==> src/rtl/kb_boot_hotkey.sv <==
// Ctrl+Alt+Backspace hold detector: emits a stretched kb_boot_core pulse after a programmable hold.
// Define KB_BOOT_RIGHT_MODS_EN to also accept right Ctrl (E0 14) and right Alt (E0 11).
module kb_boot_hotkey #(
  parameter logic [23:0] HOLD_CYCLES  = 24'd14_000_000,
  parameter logic [7:0]  PULSE_CYCLES = 8'd16
) (
  input  logic       clk,
  input  logic       rst,
  input  logic       kb_valid,
  input  logic [7:0] kb_scancode,
  input  logic       kb_extended,
  input  logic       kb_released,
  output logic       kb_boot_core,
  output logic [2:0] keys_held,
  output logic       armed
);

  localparam logic [7:0] CODE_CTRL = 8'h14;
  localparam logic [7:0] CODE_ALT  = 8'h11;
  localparam logic [7:0] CODE_BKSP = 8'h66;

  typedef enum logic [1:0] {
    S_IDLE,
    S_HOLD,
    S_FIRE,
    S_WAIT_RELEASE
  } state_t;

  state_t      r_state;
  state_t      w_state_nxt;
  logic [23:0] r_hold_cnt;
  logic [23:0] w_hold_cnt_nxt;
  logic [7:0]  r_pulse_cnt;
  logic [7:0]  w_pulse_cnt_nxt;
  logic        r_boot;

  logic        r_ctrl_l;
  logic        r_alt_l;
  logic        r_bksp;
  logic        w_make;
  logic        w_ctrl;
  logic        w_alt;
  logic        w_combo;
  logic        w_all_clear;

  assign w_make = ~kb_released;

  // Left-hand / non-extended key flags; breaks of unheld keys simply rewrite a zero
  always_ff @(posedge clk) begin
    if (rst) begin
      r_ctrl_l <= 1'b0;
      r_alt_l  <= 1'b0;
      r_bksp   <= 1'b0;
    end else if (kb_valid && !kb_extended) begin
      case (kb_scancode)
        CODE_CTRL: r_ctrl_l <= w_make;
        CODE_ALT:  r_alt_l  <= w_make;
        CODE_BKSP: r_bksp   <= w_make;
        default: ;
      endcase
    end
  end

`ifdef KB_BOOT_RIGHT_MODS_EN
  logic r_ctrl_r;
  logic r_alt_r;

  always_ff @(posedge clk) begin
    if (rst) begin
      r_ctrl_r <= 1'b0;
      r_alt_r  <= 1'b0;
    end else if (kb_valid && kb_extended) begin
      case (kb_scancode)
        CODE_CTRL: r_ctrl_r <= w_make;
        CODE_ALT:  r_alt_r  <= w_make;
        default: ;
      endcase
    end
  end

  assign w_ctrl      = r_ctrl_l | r_ctrl_r;
  assign w_alt       = r_alt_l | r_alt_r;
  assign w_all_clear = ~(r_ctrl_l | r_ctrl_r | r_alt_l | r_alt_r | r_bksp);
`else
  assign w_ctrl      = r_ctrl_l;
  assign w_alt       = r_alt_l;
  assign w_all_clear = ~(r_ctrl_l | r_alt_l | r_bksp);
`endif

  assign w_combo = w_ctrl & w_alt & r_bksp;

  always_ff @(posedge clk) begin
    if (rst) begin
      r_state     <= S_IDLE;
      r_hold_cnt  <= 24'd0;
      r_pulse_cnt <= 8'd0;
      r_boot      <= 1'b0;
    end else begin
      r_state     <= w_state_nxt;
      r_hold_cnt  <= w_hold_cnt_nxt;
      r_pulse_cnt <= w_pulse_cnt_nxt;
      r_boot      <= (w_state_nxt == S_FIRE);
    end
  end

  // A combo drop wins over the terminal count in the same cycle
  always_comb begin
    w_state_nxt     = r_state;
    w_hold_cnt_nxt  = r_hold_cnt;
    w_pulse_cnt_nxt = r_pulse_cnt;
    case (r_state)
      S_IDLE: begin
        if (w_combo) begin
          w_state_nxt    = S_HOLD;
          w_hold_cnt_nxt = 24'd0;
        end
      end
      S_HOLD: begin
        if (!w_combo) begin
          w_state_nxt    = S_IDLE;
          w_hold_cnt_nxt = 24'd0;
        end else if (r_hold_cnt == HOLD_CYCLES - 24'd1) begin
          w_state_nxt     = S_FIRE;
          w_pulse_cnt_nxt = 8'd0;
        end else begin
          w_hold_cnt_nxt = r_hold_cnt + 24'd1;
        end
      end
      S_FIRE: begin
        if (r_pulse_cnt == PULSE_CYCLES - 8'd1) begin
          w_state_nxt = S_WAIT_RELEASE;
        end else begin
          w_pulse_cnt_nxt = r_pulse_cnt + 8'd1;
        end
      end
      S_WAIT_RELEASE: begin
        if (w_all_clear) begin
          w_state_nxt = S_IDLE;
        end
      end
      default: w_state_nxt = S_IDLE;
    endcase
  end

  assign kb_boot_core = r_boot;
  assign keys_held    = {r_bksp, w_alt, w_ctrl};
  assign armed        = (r_state == S_IDLE) || (r_state == S_HOLD);

endmodule

==> config.mk <==
export PLATFORM = sky130hd
export DESIGN_NAME = kb_boot_hotkey
export DESIGN_NICKNAME = d
export VERILOG_FILES = /design/src/rtl/kb_boot_hotkey.sv
export SDC_FILE = /design/constraint.sdc
export NUM_CORES = 1
export LEC_CHECK = 0
export CAP_MARGIN = 5
export CORE_ASPECT_RATIO = 2
export CORE_MARGIN = 2
export CORE_UTILIZATION = 60
export DETAILED_ROUTE_END_ITERATION = 8
export MAX_ROUTING_LAYER = met4
export PLACE_DENSITY = 0.79
export SYNTH_ARGS = -nofsm -noshare
export SYNTH_HDL_FRONTEND = slang
export SYNTH_SLANG_ARGS = --single-unit
==> constraint.sdc <==
create_clock -name clk -period 5.75 [get_ports clk]
set_input_delay 1.725 -clock clk [delete_from_list [all_inputs] [get_ports clk]]
set_output_delay 1.725 -clock clk [all_outputs]
set_load 0.1 [all_outputs]
==> flow_summary.json, run 1 <==
{
  "clk_latency_ns": 0.29,
  "place_inst": 312,
  "final_antenna_net_count": 0,
  "crit_family": "buffers and inverters",
  "cts_root_buf": "clkbuf_8",
  "grt_pass1_wl_um": 8830,
  "clock_sinks": 38,
  "cts_tree": "built",
  "place.gp.congestion": 0.887,
  "cp_max_fo": 7,
  "grt_pass1_vias": 2028,
  "viasPerCell": 6.44,
  "hold_viol_final": 0,
  "crit_chain": "clkdlybuf4s50_1",
  "slew_headroom_pct": 35.4,
  "power_leakage_nw": 0.905,
  "synth_top_cell_area_share_pct": 35.3,
  "io_buffers": 17,
  "drive_gt1_share_pct": 8.46,
  "period_share_pct": 63.7,
  "utilization_pct": 70.9,
  "dieArea_um2": 4110,
  "io_pins": 18,
  "ctsResizeCount": 0,
  "clkTransAtPathRegs_ns": 0.07,
  "holdBufCountCts": 0,
  "finalSetupViolCount": 0,
  "wl_per_cell_um": 16.2,
  "crit_arrival_ns": 1.94,
  "final_nets": 286,
  "yosysWarningCount": 0,
  "first_pass_iters": 4,
  "slew_violations": 0,
  "outcome": "finished, final reports clean",
  "cp_data_required_time_ns": 4.03,
  "ys_seq_area_share_pct": 35.3,
  "synthFlopType": "dfxtp_1",
  "tightest_slew_ns": 0.965,
  "syn_area_um2": 2150,
  "slowest_stage": "clkdlybuf4s50_1",
  "core_um2": 3420,
  "grt_usage_pct": 29.7,
  "crit_type": "flop to primary output",
  "ys_ff_latch": 38,
  "maxCapViolations": 0,
  "cts_buffers": 5,
  "final_common_cell": "dfxtp_1",
  "cellPowerDensity_nw_per_um2": 204,
  "slowest_delay_ns": 1.18,
  "diodes": 0,
  "seqPwrFrac_pct": 53.2,
  "synth_area_leaders": "dfxtp_1 (35%), nor2_1 (4.5%), o21ai_0 (3.7%)",
  "min_path_type": "flop to flop",
  "finClkSkew_ns": 0.00877,
  "syn_nets": 275,
  "syn-instance-count": 260,
  "h-tree-depth": 2,
  "wirelength_um": 5170,
  "async_reset_ff_share_pct": 0,
  "layout_common_cells": "dfxtp_1 (38), nor2_1 (26), nand2_1 (17), clkdlybuf4s50_1 (17), o21ai_0 (16)",
  "p_int_w": 0.000393,
  "grt_max_degree": 27,
  "end_kind": "primary output",
  "rsz0062_at_grt": "no",
  "cp-start-kind": "flop",
  "yosysTopAreaCell": "dfxtp_1",
  "tns_ns": 0,
  "max_freq_ghz": 0.273,
  "detailed_place_hpwl_um": 3870,
  "num_rows": 30,
  "avgSynthCellArea_um2": 8.28,
  "yosysUniqueCellTypes": 57,
  "cts_setup_buffers": 0,
  "die_w_um": 46.4,
  "fin_crit_ns": 3.66,
  "fin_cells": 320,
  "start_util_pct": 63.0,
  "gr-total-overflow": 0,
  "vias": 2061,
  "grt_antenna_before_repair": 0,
  "syn2layout_area_growth_pct": 12.5,
  "cts_max_path_buffers": 2,
  "switching_share_pct": 20.4,
  "drt-initial-drc-count": 67,
  "power.switching_w": 0.000101,
  "power_frac_comb_pct": 3.4,
  "vdd_ir_drop_max_uv": 176,
  "synth_edf_count": 0,
  "critPathBufInv": 1,
  "dieHeight_um": 88.7,
  "p_clk_share_pct": 43.4,
  "drc_errors": 0
}
==> through the flow <==
stage / power, W / area, um^2 / hold WS [ns] / setup WS [ns]
after floorplan: 0.000275 / 2150 / 0.463 / 2.95
after global placement: 0.000286 / 2310 / 0.487 / 2.13
after detailed placement: 0.000286 / 2310 / 0.492 / 2.12
after CTS: 0.000496 / 2420 / 0.510 / 2.09
after global routing: 0.000507 / 2420 / 0.530 / 2.05
final: 0.000494 / 2420 / 0.512 / 2.09
==> synth_stat cells, types with 4 or more instances <==
library cell   n
a31oi_1        7
nor2b_1        7
a221o_1        5
and3_1        11
dfxtp_1       38
and4_1         4
nand4_1       11
nor2_1        26
nand3_1       14
o21ai_0       16
xor2_1         5
inv_1          5
nand2_1       17
a21oi_1       11
buf_2          6
==> power by group through the flow <==
stage	sequential [W]	combinational, W	clock [W]
4_1_cts	0.000263	0.0000169	0.000216
3_3_place_gp	0.000269	0.0000166	0
6_report	0.000263	0.0000168	0.000214
2_1_floorplan	0.000269	0.00000569	0
5_1_grt	0.000263	0.0000183	0.000226
3_5_place_dp	0.000269	0.0000169	0
==> routing by layer <==
metal  GRT usage [%]  share of wire (%)  up-vias
met1            28.4                 37      980
met3            2.86                2.6       19
li1                -                  -     1011
met4            16.6                4.3        0
met2            53.8                 56       51
met5               -                  0        -
==> cell type report <==
type / count / area, um^2
Fill cell: 286 / 993
Multi-Input combinational cell: 201 / 1280
Inverter: 6 / 22.5
Clock buffer: 8 / 110
Tap cell: 48 / 60.1
Sequential cell: 38 / 761
Timing Repair Buffer: 19 / 185
==> sequential cells by signal, indices dropped and copies added, names as in the netlist <==
register,cells
kb_boot_core,1
r_alt_l,1
r_bksp,1
r_ctrl_l,1
r_hold_cnt,24
r_pulse_cnt,8
r_state,2
==> final timing paths <==
check | from | endpoint | depth (start not counted) | slack, ns
max | r_ctrl_l | keys_held[0] | 1 | 2.09
min | r_hold_cnt[23] | r_hold_cnt[23] | 1 | 0.51
max reg2reg | r_hold_cnt[0] | r_hold_cnt[19] | 6 | 3.23
min reg2reg | r_hold_cnt[23] | r_hold_cnt[23] | 1 | 0.51
==> cell families (layout without fill, tap and decap cells) <==
logic type / after synthesis / in the layout / synth area share, %
xor+xnor: 6 / 6 / 2.44
compound gates: 72 / 72 / 23.8
flops: 38 / 38 / 35.3
buf+inv: 21 / 33 / 5.05
fa+ha+maj: 2 / 2 / 1.16
mux: 1 / 1 / 0.465
simple gates: 120 / 120 / 31.8
(Power assumes the default switching activity.)
==> run 2: changes to the inputs <==
CORE_UTILIZATION = 57   (was 60)
PLACE_DENSITY = 0.76   (was 0.79)
clock period = 3.8 ns   (was 5.75 ns; I/O delays follow)
==> flow_summary.json, run 2 (synthesized netlist as in run 1, its figures left out) <==
{
  "wirelength_um": 5340,
  "diodes": 0,
  "finClkSkew_ns": 0.00867,
  "tns_ns": 0,
  "dpl_cell_area_um2": 2300,
  "syn2layout_area_growth_pct": 12.3,
  "crit_arrival_ns": 1.73,
  "fin_crit_ns": 2.87,
  "cp_data_required_time_ns": 2.66,
  "min_path_type": "flop to flop",
  "grt_usage_pct": 30.2,
  "start_util_pct": 59.7,
  "viasPerCell": 6.40,
  "maxCapViolations": 0,
  "cts_tree": "built",
  "drt-initial-drc-count": 67,
  "num_rows": 31,
  "cts_setup_buffers": 0,
  "slew_headroom_pct": 35.8,
  "dieArea_um2": 4320,
  "core_um2": 3610,
  "grt_max_degree": 26,
  "period_share_pct": 75.6,
  "layout_common_cells": "dfxtp_1 (38), nor2_1 (26), nand2_1 (17), o21ai_0 (16), nand3_1 (14)",
  "final_area_um2": 2420,
  "holdBufCountCts": 0,
  "p_int_w": 0.000607,
  "final_common_cell": "dfxtp_1",
  "slowest_delay_ns": 1.12,
  "reg_top3": "r_hold_cnt: 24 flops, r_pulse_cnt: 8 flops, r_state: 2 flops",
  "multi_input_area_um2": 1280,
  "total_power_w": 0.000773,
  "p_clk_share_pct": 45.2,
  "first_pass_iters": 4,
  "tightest_slew_ns": 0.960,
  "dp_slack_ns": 0.933,
  "crit_type": "flop to primary output",
  "drive_gt1_share_pct": 9.93,
  "critPathBufInv": 1,
  "wl_per_cell_um": 16.6,
  "slowest_stage": "clkdlybuf4s50_1",
  "max_freq_ghz": 0.348,
  "cts_root_buf": "clkbuf_8",
  "ctsResizeCount": 0,
  "vias": 2053,
  "cts_max_path_buffers": 2,
  "clk_latency_ns": 0.30,
  "cp_max_fo": 1,
  "final.setup.worst_slack_ns": 0.928,
  "switching_share_pct": 21.4,
  "place.gp.congestion": 0.845,
  "h-tree-depth": 2,
  "cp-start-kind": "flop",
  "power.switching_w": 0.000166,
  "io_pins": 18,
  "drc_errors": 0,
  "clkTransAtPathRegs_ns": 0.08,
  "vdd_ir_drop_max_uv": 295,
  "hold_viol_final": 0,
  "seqPwrFrac_pct": 51.5,
  "final_nets": 286,
  "end_kind": "primary output",
  "grt_pass1_wl_um": 9520,
  "regArea_um2": 761,
  "io_buffers": 17,
  "power_frac_comb_pct": 3.3,
  "cts_buffers": 5,
  "crit_chain": "clkdlybuf4s50_1",
  "clock_sinks": 38,
  "crit_family": "buffers and inverters",
  "slew_violations": 0,
  "largest_reg_flops": 24,
  "rsz0062_at_grt": "no",
  "top_register": "r_hold_cnt",
  "gr-total-overflow": 0,
  "dieHeight_um": 90.9,
  "grt_pass1_vias": 2089,
  "grt_antenna_before_repair": 0,
  "power_leakage_nw": 0.904,
  "finalSetupViolCount": 0,
  "detailed_place_hpwl_um": 3870,
  "cellPowerDensity_nw_per_um2": 320,
  "fill_cells": 331,
  "final_antenna_net_count": 0,
  "outcome": "finished, final reports clean",
  "die_w_um": 47.5
}
==> run 2: path summary, 6_finish.rpt <==
path                       start              to  slack (ns)  cells after the start
setup reg to reg   r_hold_cnt[0]  r_hold_cnt[20]        1.18                      6
setup / recovery    kb_boot_core    kb_boot_core        0.93                      1
hold / removal    r_pulse_cnt[7]  r_pulse_cnt[7]        0.52                      2
hold reg to reg   r_pulse_cnt[7]  r_pulse_cnt[7]        0.52                      2
==> run 2: metrics by stage <==
step	utilization, %	cells	hold WS [ns]
2_1_floorplan	-	260	0.463
3_3_place_gp	63.9	313	0.495
3_5_place_dp	63.9	313	0.497
4_1_cts	67.0	321	0.521
5_1_grt	67.0	321	0.538
6_report	67.0	321	0.519
==> run 2: cell type report <==
class / count / share of cell area, %
Timing Repair Buffer: 19 / 7.25
Inverter: 6 / 0.932
Sequential cell: 38 / 31.5
Multi-Input combinational cell: 201 / 53.1
Clock inverter: 3 / 1.86
Clock buffer: 5 / 2.85
Tap cell: 49 / 2.54
==> run 2: per-layer routing <==
layer | share of wire [%] | GRT usage [%] | wire (um) | vias up
li1 | - | - | - | 1013
met3 | 3.5 | 5.40 | 185 | 14
met4 | 3.4 | 16.9 | 182 | 0
met5 | 0 | - | 0 | -
met1 | 37 | 32.0 | 1970 | 970
met2 | 56 | 49.0 | 3000 | 56
==> run 2: power groups by stage <==
stage | clock [W] | sequential [W] | combinational, W
5_1_grt | 0.000369 | 0.000398 | 0.0000281
2_1_floorplan | 0 | 0.000407 | 0.00000861
3_5_place_dp | 0 | 0.000407 | 0.0000255
3_3_place_gp | 0 | 0.000407 | 0.0000253
4_1_cts | 0.000355 | 0.000398 | 0.0000256
6_report | 0.000349 | 0.000398 | 0.0000256
==> run 3: changes to the inputs <==
clock period = 2.8 ns   (was 3.8 ns; I/O delays follow)
==> flow_summary.json, run 3 (synthesized netlist as in run 1, its figures left out) <==
{
  "slowest_stage": "clkdlybuf4s50_1",
  "outcome": "finished, final reports clean",
  "die_w_um": 47.5,
  "vdd_ir_drop_max_uv": 351,
  "wirelength_um": 5210,
  "place.gp.congestion": 0.860,
  "slew_headroom_pct": 48.2,
  "rsz0062_at_grt": "no",
  "cp_data_required_time_ns": 2.98,
  "max_freq_ghz": 0.459,
  "cts_max_path_buffers": 2,
  "diodes": 0,
  "cellPowerDensity_nw_per_um2": 406,
  "dieHeight_um": 90.9,
  "drive_gt1_share_pct": 11.6,
  "maxCapViolations": 0,
  "total_power_w": 0.000986,
  "power_leakage_nw": 0.922,
  "slew_violations": 0,
  "gr-total-overflow": 0,
  "ctsResizeCount": 0,
  "io_buffers": 17,
  "multi_input_area_um2": 1280,
  "cts_setup_buffers": 0,
  "layout_common_cells": "dfxtp_1 (38), nor2_1 (26), nand2_1 (17), o21ai_0 (16), nand3_1 (14)",
  "cp_common_cell": "buf_4",
  "crit_type": "primary input to flop",
  "num_rows": 31,
  "cts_buffers": 5,
  "cts_tree": "built",
  "finClkSkew_ns": 0.00964,
  "first_pass_iters": 4,
  "start_util_pct": 59.7,
  "slowest_delay_ns": 0.49,
  "clk_latency_ns": 0.29,
  "grt_usage_pct": 28.2,
  "cts_root_buf": "clkbuf_8",
  "detailed_place_hpwl_um": 3860,
  "h-tree-depth": 2,
  "reg2reg_from": "r_hold_cnt[0]",
  "hold_end": "r_hold_cnt[1]",
  "r2r_end": "r_hold_cnt[19]",
  "viasPerCell": 6.50,
  "grt_pass1_wl_um": 8980,
  "regArea_um2": 761,
  "clkTransAtPathRegs_ns": 0.08,
  "crit_chain": "clkdlybuf4s50_1, buf_4, nor3_1, buf_4, and3_1, a211o_1",
  "clock_sinks": 38,
  "min_path_type": "flop to flop",
  "tightest_slew_ns": 0.775,
  "end_kind": "flop",
  "worst-r2r-setup-slack_ns": 0.63,
  "crit_arrival_ns": 2.35,
  "top_register": "r_hold_cnt",
  "drc_errors": 0,
  "dieArea_um2": 4320,
  "hold_path_depth": 2,
  "cp-start-kind": "primary input",
  "io_pins": 18,
  "vias": 2112,
  "finalSetupViolCount": 0,
  "final_antenna_net_count": 0,
  "final_common_cell": "dfxtp_1",
  "r2r_cells": 6,
  "hold_viol_final": 0,
  "final_nets": 290,
  "reg_top3": "r_hold_cnt: 24 flops, r_pulse_cnt: 8 flops, r_state: 2 flops",
  "cp_max_fo": 25,
  "largest_reg_flops": 24,
  "core_um2": 3610,
  "grt_max_degree": 26,
  "syn2layout_area_growth_pct": 12.8,
  "tns_ns": 0,
  "grt_antenna_before_repair": 0,
  "wl_per_cell_um": 16.0,
  "min_from": "r_hold_cnt[1]",
  "fin_crit_ns": 2.18,
  "holdBufCountCts": 0,
  "grt_pass1_vias": 2050,
  "period_share_pct": 77.7,
  "drt-initial-drc-count": 73,
  "fill_cells": 321
}
## run 3: cell types whose count changed in the layout (fill, tap and decap cells not counted), sizes merged
cell	before	now
buf	6	11
bufinv	1	0
clkbuf	5	6
clkdlybuf4s50	13	12
clkinvlp	2	1
inv	6	7
## run 3: layout make-up
| type | instances | area share, % |
|---|---|---|
| sequential | 38 | 31.3 |
| clock inverter | 2 | 0.669 |
| timing repair buffer | 23 | 8.34 |
| inverter | 6 | 0.927 |
| clock buffer | 6 | 3.40 |
| tap | 49 | 2.52 |
| multi-input combinational | 201 | 52.8 |
## run 3: worst max-delay path by stage
stage,from,endpoint,slack [ns],cells past startpoint
detailed placement,rst,r_hold_cnt[23],0.35,6
CTS,rst,r_hold_cnt[23],0.64,6
global placement,rst,r_hold_cnt[23],0.37,6
floorplan,rst,r_hold_cnt[17],0.89,4
global route,r_hold_cnt[0],r_hold_cnt[18],0.52,6
finish,rst,r_hold_cnt[23],0.62,6
## run 3: worst max-delay path: cells and delay by family
| family | cells | cell delay (ns) |
|---|---|---|
| AOI/OAI and AO/OA | 1 | 0.26 |
| and+or+nand+nor | 2 | 0.28 |
| buffers and inverters | 3 | 0.96 |
## run 3: per-layer routing
layer / routed length [um] / share of wire (%) / GRT usage, % / vias to the layer above
li1: - / - / - / 1024
met1: 1960 / 38 / 29.4 / 996
met2: 2850 / 55 / 47.6 / 71
met3: 191 / 3.7 / 3.20 / 21
met4: 204 / 3.9 / 14.8 / 0
met5: 0 / 0 / - / -
## run 3: stage by stage
stage	worst slack (ns)	area (um^2)	utilization [%]	instances	hold WS [ns]
after global placement	0.372	2330	64.6	317	0.492
after floorplan	0.886	2150	-	260	0.463
after detailed placement	0.351	2330	64.6	317	0.514
after CTS	0.639	2430	67.4	325	0.526
final	0.623	2430	67.4	325	0.528
after global routing	0.516	2430	67.4	325	0.547
## run 3: power breakdown
part / internal, W / total [W] / switching [W] / leakage, nW
combinational: 0.0000202 / 0.0000358 / 0.0000155 / 0.569
sequential: 0.000540 / 0.000540 / 0.0000000731 / 0.306
clock: 0.000203 / 0.000410 / 0.000207 / 0.0478
